[src/rtl/instr_fetch_ctrl_pkg.sv]
// instr_fetch_ctrl_pkg: shared fetch parameters and FSM state encoding
// Default geometry of the 16x8 instruction memory, the HALT opcode, and the
// fetch-sequencer state encoding reused by the decode stage.
package instr_fetch_ctrl_pkg;

    localparam int          DEF_AW          = 4;
    localparam int          DEF_DW          = 8;
    localparam logic [7:0]  DEF_HALT_OPCODE = 8'hFF;

    typedef enum logic [1:0] {
        ST_IDLE  = 2'd0,
        ST_FETCH = 2'd1,
        ST_ISSUE = 2'd2,
        ST_HALT  = 2'd3
    } state_t;

endpackage

[src/rtl/instr_fetch_ctrl.sv]
// instr_fetch_ctrl: PC owner and fetch sequencer for the 8-bit CPU instruction memory
// Ports:
//   clk_i, rst_i                    clock, asynchronous active-high reset
//   start_i                         begin fetching at address 0 (IDLE/HALT only)
//   imem_addr_o, imem_read_o        instruction memory address / read enable
//   imem_data_i                     combinational read data from memory
//   ir_o, pc_o, ir_valid_o          instruction register, its address, valid flag
//   ir_ready_i                      decoder accept
//   redirect_i, redirect_addr_i     taken-branch pulse and target
//   halted_o                        HALT opcode reached, fetching stopped
module instr_fetch_ctrl
    import instr_fetch_ctrl_pkg::*;
#(
    parameter int            AW          = DEF_AW,
    parameter int            DW          = DEF_DW,
    parameter logic [DW-1:0] HALT_OPCODE = DW'(DEF_HALT_OPCODE)
) (
    input  logic          clk_i,
    input  logic          rst_i,
    input  logic          start_i,
    output logic [AW-1:0] imem_addr_o,
    output logic          imem_read_o,
    input  logic [DW-1:0] imem_data_i,
    output logic [DW-1:0] ir_o,
    output logic [AW-1:0] pc_o,
    output logic          ir_valid_o,
    input  logic          ir_ready_i,
    input  logic          redirect_i,
    input  logic [AW-1:0] redirect_addr_i,
    output logic          halted_o
);

    state_t        state_q, state_d;
    logic [AW-1:0] pc_q, pc_d;
    logic [DW-1:0] ir_q, ir_d;
    logic [AW-1:0] ir_pc_q, ir_pc_d;
    logic          valid_q, valid_d;
    logic          halted_q, halted_d;

    always_ff @(posedge clk_i or posedge rst_i) begin
        if (rst_i) begin
            state_q  <= ST_IDLE;
            pc_q     <= '0;
            ir_q     <= '0;
            ir_pc_q  <= '0;
            valid_q  <= 1'b0;
            halted_q <= 1'b0;
        end else begin
            state_q  <= state_d;
            pc_q     <= pc_d;
            ir_q     <= ir_d;
            ir_pc_q  <= ir_pc_d;
            valid_q  <= valid_d;
            halted_q <= halted_d;
        end
    end

    // Redirect outranks both the FETCH capture and the ISSUE handshake, so a
    // taken branch always discards whatever word is in flight.
    always_comb begin
        state_d  = state_q;
        pc_d     = pc_q;
        ir_d     = ir_q;
        ir_pc_d  = ir_pc_q;
        valid_d  = valid_q;
        halted_d = halted_q;
        case (state_q)
            ST_IDLE: begin
                if (start_i) begin
                    pc_d    = '0;
                    state_d = ST_FETCH;
                end
            end
            ST_FETCH: begin
                if (redirect_i) begin
                    pc_d = redirect_addr_i;
                end else if (imem_data_i == HALT_OPCODE) begin
                    halted_d = 1'b1;
                    state_d  = ST_HALT;
                end else begin
                    ir_d    = imem_data_i;
                    ir_pc_d = pc_q;
                    pc_d    = pc_q + AW'(1);
                    valid_d = 1'b1;
                    state_d = ST_ISSUE;
                end
            end
            ST_ISSUE: begin
                if (redirect_i || ir_ready_i) begin
                    valid_d = 1'b0;
                    state_d = ST_FETCH;
                    pc_d    = redirect_i ? redirect_addr_i : pc_q;
                end
            end
            ST_HALT: begin
                if (start_i) begin
                    halted_d = 1'b0;
                    pc_d     = '0;
                    state_d  = ST_FETCH;
                end
            end
        endcase
    end

    assign imem_addr_o = pc_q;
    assign imem_read_o = (state_q == ST_FETCH);
    assign ir_o        = ir_q;
    assign pc_o        = ir_pc_q;
    assign ir_valid_o  = valid_q;
    assign halted_o    = halted_q;

endmodule

[config.mk]
export PLATFORM = sky130hd
export DESIGN_NAME = instr_fetch_ctrl
export DESIGN_NICKNAME = d
export VERILOG_FILES = /design/src/rtl/instr_fetch_ctrl_pkg.sv /design/src/rtl/instr_fetch_ctrl.sv
export SDC_FILE = /design/constraint.sdc
export NUM_CORES = 1
export LEC_CHECK = 0
export ABC_AREA = 0
export BUFFER_PORTS_ARGS = -buffer_cell sky130_fd_sc_hd__buf_2
export CAP_MARGIN = 20
export CORE_ASPECT_RATIO = 1.5
export CORE_UTILIZATION = 30
export DETAILED_ROUTE_END_ITERATION = 8
export PLACE_DENSITY_LB_ADDON = 0.1
export SLEW_MARGIN = 15
export SYNTH_ARGS = -nofsm -noshare
export SYNTH_HDL_FRONTEND = slang
export SYNTH_SLANG_ARGS = --single-unit
[constraint.sdc]
create_clock -name clk_i -period 5 [get_ports clk_i]
set_input_delay 0.5 -clock clk_i [delete_from_list [all_inputs] [get_ports clk_i]]
set_output_delay 0.5 -clock clk_i [all_outputs]
set_load 0.02 [all_outputs]
==> results.json, run 1 <==
{
  "status": "finished clean",
  "max-vdd-ir-drop_mv": 0.237,
  "maxSlewViolCount": 0,
  "grt_pass1_vias": 889,
  "startpoint": "state_q[1]",
  "p_int_w": 0.000475,
  "cp_cell_sequence": "inv_1 -> ha_1 -> buf_2",
  "hp-class": "in2async",
  "crit_path_top_delay_cell": "dfrtp_1",
  "maxCapViolCount": 0,
  "clockBufferDepth": 2,
  "synth_nets": 118,
  "p_leak_nw": 0.647,
  "num_vias": 853,
  "cp-start-kind": "flop",
  "cts_setup_buffers": 0,
  "p_comb_share_pct": 53.0,
  "gp_congestion": 0.666,
  "final_cell_mix": "buf_2, dfrtp_1, mux2_1, nand2_1",
  "antenna_found_initial": 0,
  "cts_resized": 0,
  "critPathCapture": "imem_read_o",
  "hpwlAfterDp_um": 1820,
  "clk-insertion-delay-late_ns": 0.25,
  "final_util_pct": 39.0,
  "worstPathMaxFanout": 7,
  "yosys_warnings": 0,
  "pwr-share-clk_pct": 12.3,
  "hold_buffers": 0,
  "drive_above_1_share_pct": 38.9,
  "crit-reg2reg-launch": "state_q[1]",
  "synth_ff_type": "dfrtp_1",
  "worstSetupPathType": "reg2out",
  "finalHoldViolations": 0,
  "synth_area_per_cell_um2": 11.4,
  "gr-total-overflow": 0,
  "rsz0062_at_grt": "false",
  "skew_ns": 0.00299,
  "die-width_um": 51.4,
  "synthTopCellsByArea": "dfrtp_1, mux2_1, ha_1, mux2_2, nand2_1",
  "cts_tree": "done",
  "wl_um": 2390,
  "setup_viol_count_final": 0,
  "io_buffers": 35,
  "worst_pin_slew_ns": 0.784,
  "synth_cell_types": 35,
  "fin_nets": 155,
  "clock.fmax_ghz": 0.549,
  "ios": 36,
  "die_h_um": 76.1,
  "synthCells": 96,
  "synth_top_area_cell": "dfrtp_1",
  "cts.clk_slew.worst_paths_ns": 0.07,
  "core_mm2": 0.00345,
  "htreeDepth": 1,
  "p_per_area_mw_per_mm2": 617,
  "cts-root-buf": "clkbuf_8",
  "grt_max_degree": 21,
  "final_common_cell": "buf_2",
  "cts_made_buffers": 3,
  "cp.arrival_ns": 1.32,
  "p_sw_w": 0.000356,
  "drt_iter0_drc": 14,
  "max_stage_delay_ns": 0.41,
  "netlist.area_leader.share_pct": 45.6,
  "die_area_mm2": 0.00391,
  "r2r_cells": 6,
  "slew_headroom_pct": 47.7,
  "ys_seq_area_share_pct": 45.6,
  "antennaDiodeCount": 0,
  "synth_seq_cells": 20,
  "drtAntennaViolNets": 0,
  "p_total_w": 0.000830,
  "grt_usage_pct": 13.8,
  "fin_crit_sh_pct": 36.5,
  "netlist_area_mm2": 0.00110,
  "area_growth_syn_to_layout_pct": 22.6,
  "synth_edf_count": 0,
  "sequentialPowerShare_pct": 34.6,
  "async_flop_share_pct": 100,
  "p_sw_share_pct": 42.8,
  "avgViaCountPerCell": 4.93,
  "clock-sinks": 20,
  "rows": 26,
  "ff2ff_setup_slack_ns": 3.25,
  "start_util_pct": 31.8,
  "end_kind": "primary output",
  "fin_crit_ns": 1.82,
  "first_pass_iters": 4,
  "drcViolationCount": 0,
  "grt_pass1_wl_um": 4040,
  "wire_per_inst_um": 13.8,
  "cp_data_required_time_ns": 4.50,
  "setup_tns_ns": 0,
  "r2r-end": "imem_addr_o[1]"
}
[Yosys cell counts, types with 2 or more instances]
| library cell | n |
|---|---|
| o31ai_1 | 3 |
| mux2_1 | 10 |
| buf_2 | 2 |
| nand4_1 | 2 |
| o311ai_0 | 2 |
| ha_1 | 5 |
| inv_1 | 5 |
| a21oi_1 | 4 |
| mux2_2 | 4 |
| nand2b_1 | 2 |
| nor2_1 | 3 |
| nor2b_1 | 2 |
| nand2_1 | 9 |
| o21ai_0 | 3 |
| dfrtp_1 | 20 |
[cell type report]
class	instances	area [um2]
Clock buffer	3	41.3
Tap cell	42	52.6
Fill cell	368	2100
Inverter	6	22.5
Timing Repair Buffer	35	175
Multi-Input combinational cell	67	553
Sequential cell	20	500
[stage by stage]
stage	area [um2]	cells	hold slack, ns	worst slack [ns]
floorplan	1100	96	0.464	3.26
global placement	1300	170	0.468	3.22
detailed placement	1300	170	0.476	3.21
CTS	1350	173	0.405	3.15
global route	1350	173	0.450	3.03
finish	1350	173	0.381	3.18
[registers in the layout, indices dropped and copies added (netlist names)]
name / flops
ir_o: 8
pc_o: 4
halted_o: 1
state_q: 2
imem_addr_o: 4
ir_valid_o: 1
[logic make-up (layout without fill, tap and decap cells)]
group	count (synthesis)	count (layout)	share of synthesized area, %
simple gates	23	23	12.2
buf+inv	9	44	3.99
mux	15	15	15.7
fa+ha+maj	5	5	5.70
flops	20	20	45.6
compound gates	24	24	16.8
[critical path, delay by kind of cell, from the launching register on]
kind | cells | cell delay (ns)
flip-flops | 1 | 0.41
adder cells (fa/ha/maj) | 1 | 0.34
buffers and inverters | 2 | 0.32
[routing by layer]
metal  vias to the layer above  wire [um]  GRT usage (%)
met2                        23       1200           22.6
li1                        421          -              -
met3                         4        106           1.40
met5                         -          0              0
met4                         0         60           8.92
met1                       405       1020           16.5
[power by group through the flow]
stage | clock network, W | logic (W) | registers, W
after floorplan | 0 | 0.000242 | 0.000366
after global placement | 0 | 0.000442 | 0.000289
after detailed placement | 0 | 0.000447 | 0.000292
after CTS | 0.000111 | 0.000448 | 0.000288
after global routing | 0.000115 | 0.000483 | 0.000302
final | 0.000102 | 0.000440 | 0.000288
[worst min path at each step]
stage	startpoint	end	cells past startpoint
after global placement	pc_o[2]	pc_o[2]	1
after CTS	rst_i	ir_o[2]	2
after detailed placement	pc_o[0]	pc_o[0]	1
after floorplan	rst_i	halted_o	1
after global routing	rst_i	imem_addr_o[3]	2
final	rst_i	imem_addr_o[3]	2
Note: power is estimated with default switching activity, not from simulation.
==> inputs of run 2 (changes only) <==
- clock period: 5 -> 1.8 ns (I/O delays scaled with it)
==> run 2 against run 1 <==
  * Setup slack worse by 3.1 ns
  * Clock skew grew 0.0037 ns
  * Non-clock buffer count rose by 6
  * Sequential share of layout area fell by 1.6 points
  * Critical path type is now reg2reg
  * Critical endpoint is now state_q[1]
==> results.json, run 2 (same netlist as run 1, synthesis figures left out) <==
{
  "end_kind": "flop",
  "cts_tree": "done",
  "die-width_um": 51.4,
  "drt_iter0_drc": 17,
  "cts-root-buf": "clkbuf_8",
  "cp_data_required_time_ns": 1.95,
  "io_buffers": 35,
  "grt_pass1_wl_um": 3970,
  "hold_ws_ns": 0.156,
  "ios": 36,
  "fin_crit_sh_pct": 93.2,
  "dp.cells": 175,
  "clk-insertion-delay-late_ns": 0.26,
  "p_total_w": 0.00243,
  "pwr-share-clk_pct": 14.2,
  "start_util_pct": 31.8,
  "crit_path_top_delay_cell": "dfrtp_2",
  "first_pass_iters": 4,
  "hp-class": "in2reg",
  "core_mm2": 0.00345,
  "area_growth_syn_to_layout_pct": 28.3,
  "largest_reg_flops": 8,
  "p_leak_nw": 0.684,
  "sequentialPowerShare_pct": 32.0,
  "cp-start-kind": "flop",
  "final-seq-area_um2": 502,
  "worst_pin_slew_ns": 0.352,
  "grt_usage_pct": 13.4,
  "p_sw_w": 0.00101,
  "antennaDiodeCount": 0,
  "cp.arrival_ns": 1.83,
  "p_per_area_mw_per_mm2": 1730,
  "gr-total-overflow": 0,
  "p_comb_share_pct": 53.8,
  "crit-reg2reg-launch": "state_q[0]",
  "htreeDepth": 1,
  "final-instance-count-excl-fill": 180,
  "max-vdd-ir-drop_mv": 0.679,
  "wl_um": 2400,
  "drtAntennaViolNets": 0,
  "worstPathMaxFanout": 5,
  "n_fill_cell": 376,
  "status": "finished clean",
  "fin_nets": 161,
  "maxSlewViolCount": 0,
  "slew_headroom_pct": 76.4,
  "final_common_cell": "buf_2",
  "wire_per_inst_um": 13.4,
  "final_cell_mix": "buf_2, dfrtp_1, mux2_1, nand2_1",
  "grt_pass1_vias": 877,
  "ff2ff_setup_slack_ns": 0.12,
  "skew_ns": 0.00671,
  "cts.clk_slew.worst_paths_ns": 0.08,
  "clockBufferDepth": 2,
  "setup_viol_count_final": 0,
  "worstSetupPathType": "reg2reg",
  "avgViaCountPerCell": 4.94,
  "hold-path-cell-count": 2,
  "antenna_found_initial": 0,
  "r2r_cells": 5,
  "cp_cell_sequence": "inv_1 -> ha_1 -> inv_1 -> o311ai_2 -> mux2_2",
  "finalWorstSetupSlack_ns": 0.123,
  "p_int_w": 0.00142,
  "place_ws_ns": 0.114,
  "critPathCapture": "state_q[1]",
  "rows": 26,
  "rsz0062_at_grt": "false",
  "drive_above_1_share_pct": 42.0,
  "p_sw_share_pct": 41.7,
  "max_stage_delay_ns": 0.44,
  "die_h_um": 76.1,
  "multi_input_area_um2": 553,
  "cts_setup_buffers": 0,
  "hpwlAfterDp_um": 1880,
  "drcViolationCount": 0,
  "maxCapViolCount": 0,
  "setup_tns_ns": 0,
  "finalHoldViolations": 0,
  "crit_top_cell": "inv_1",
  "startpoint": "state_q[0]",
  "grt_max_degree": 21,
  "r2r-end": "state_q[1]",
  "clock.fmax_ghz": 0.596,
  "clock-sinks": 20,
  "fin_crit_ns": 1.68,
  "num_vias": 890,
  "gp_congestion": 0.727,
  "die_area_mm2": 0.00391,
  "cts_made_buffers": 3
}
-- run 2: cell types whose count changed in the layout (fill, tap and decap cells not counted), sizes merged --
| cell | delta |
|---|---|
| clkbuf | +1 |
| dlygate4sd3 | +1 |
| buf | +5 |
-- run 2: cell type report --
cell class	count	share of cell area, %
Timing Repair Buffer	41	15.8
Sequential cell	20	35.6
Clock buffer	4	3.91
Inverter	6	1.60
Tap cell	42	3.73
Multi-Input combinational cell	67	39.3
-- run 2: metrics by stage --
step | instance area (um2) | util (%)
3_3_place_gp | 1340 | 38.9
5_1_grt | 1410 | 40.8
6_report | 1410 | 40.8
4_1_cts | 1410 | 40.8
3_5_place_dp | 1340 | 38.9
2_1_floorplan | 1100 | -
-- run 2: critical path: cells and delay by family, from the launching register on --
family / cells / cell delay, ns
AOI/OAI and AO/OA: 1 / 0.30
DFF: 1 / 0.44
buffers and inverters: 2 / 0.21
adders and majority gates: 1 / 0.25
muxes: 1 / 0.37
-- run 2: what timing repair did --
action,4_1_cts,5_1_grt
gates resized for setup,0,3
endpoints found under the setup margin,0,3
hold buffers,1,0
hold endpoints to repair,20,0
-- run 2: power groups by stage --
stage	Sequential, W	Combinational, W	Clock, W
final	0.000779	0.00131	0.000345
after global placement	0.000778	0.00130	0
after detailed placement	0.000789	0.00132	0
after floorplan	0.00102	0.000673	0
after CTS	0.000780	0.00132	0.000356
after global routing	0.000814	0.00143	0.000370
-- run 2: how the worst min path moves through the flow --
stage | startpoint | endpoint | slack [ns]
floorplan | rst_i | halted_o | 0.14
global placement | rst_i | ir_o[2] | 0.23
detailed placement | rst_i | ir_o[1] | 0.23
CTS | imem_data_i[2] | ir_o[2] | 0.15
global route | imem_data_i[2] | ir_o[2] | 0.16
finish | imem_data_i[2] | ir_o[2] | 0.16
-- run 2: layer usage --
layer,wire (um),part of all wire [%],GRT usage (%),vias to the layer above
met5,0,0,0,-
met4,25,1.0,6.49,0
met3,103,4.3,1.40,2
met2,1250,52,22.6,25
met1,1030,43,16.4,429
li1,-,-,-,434
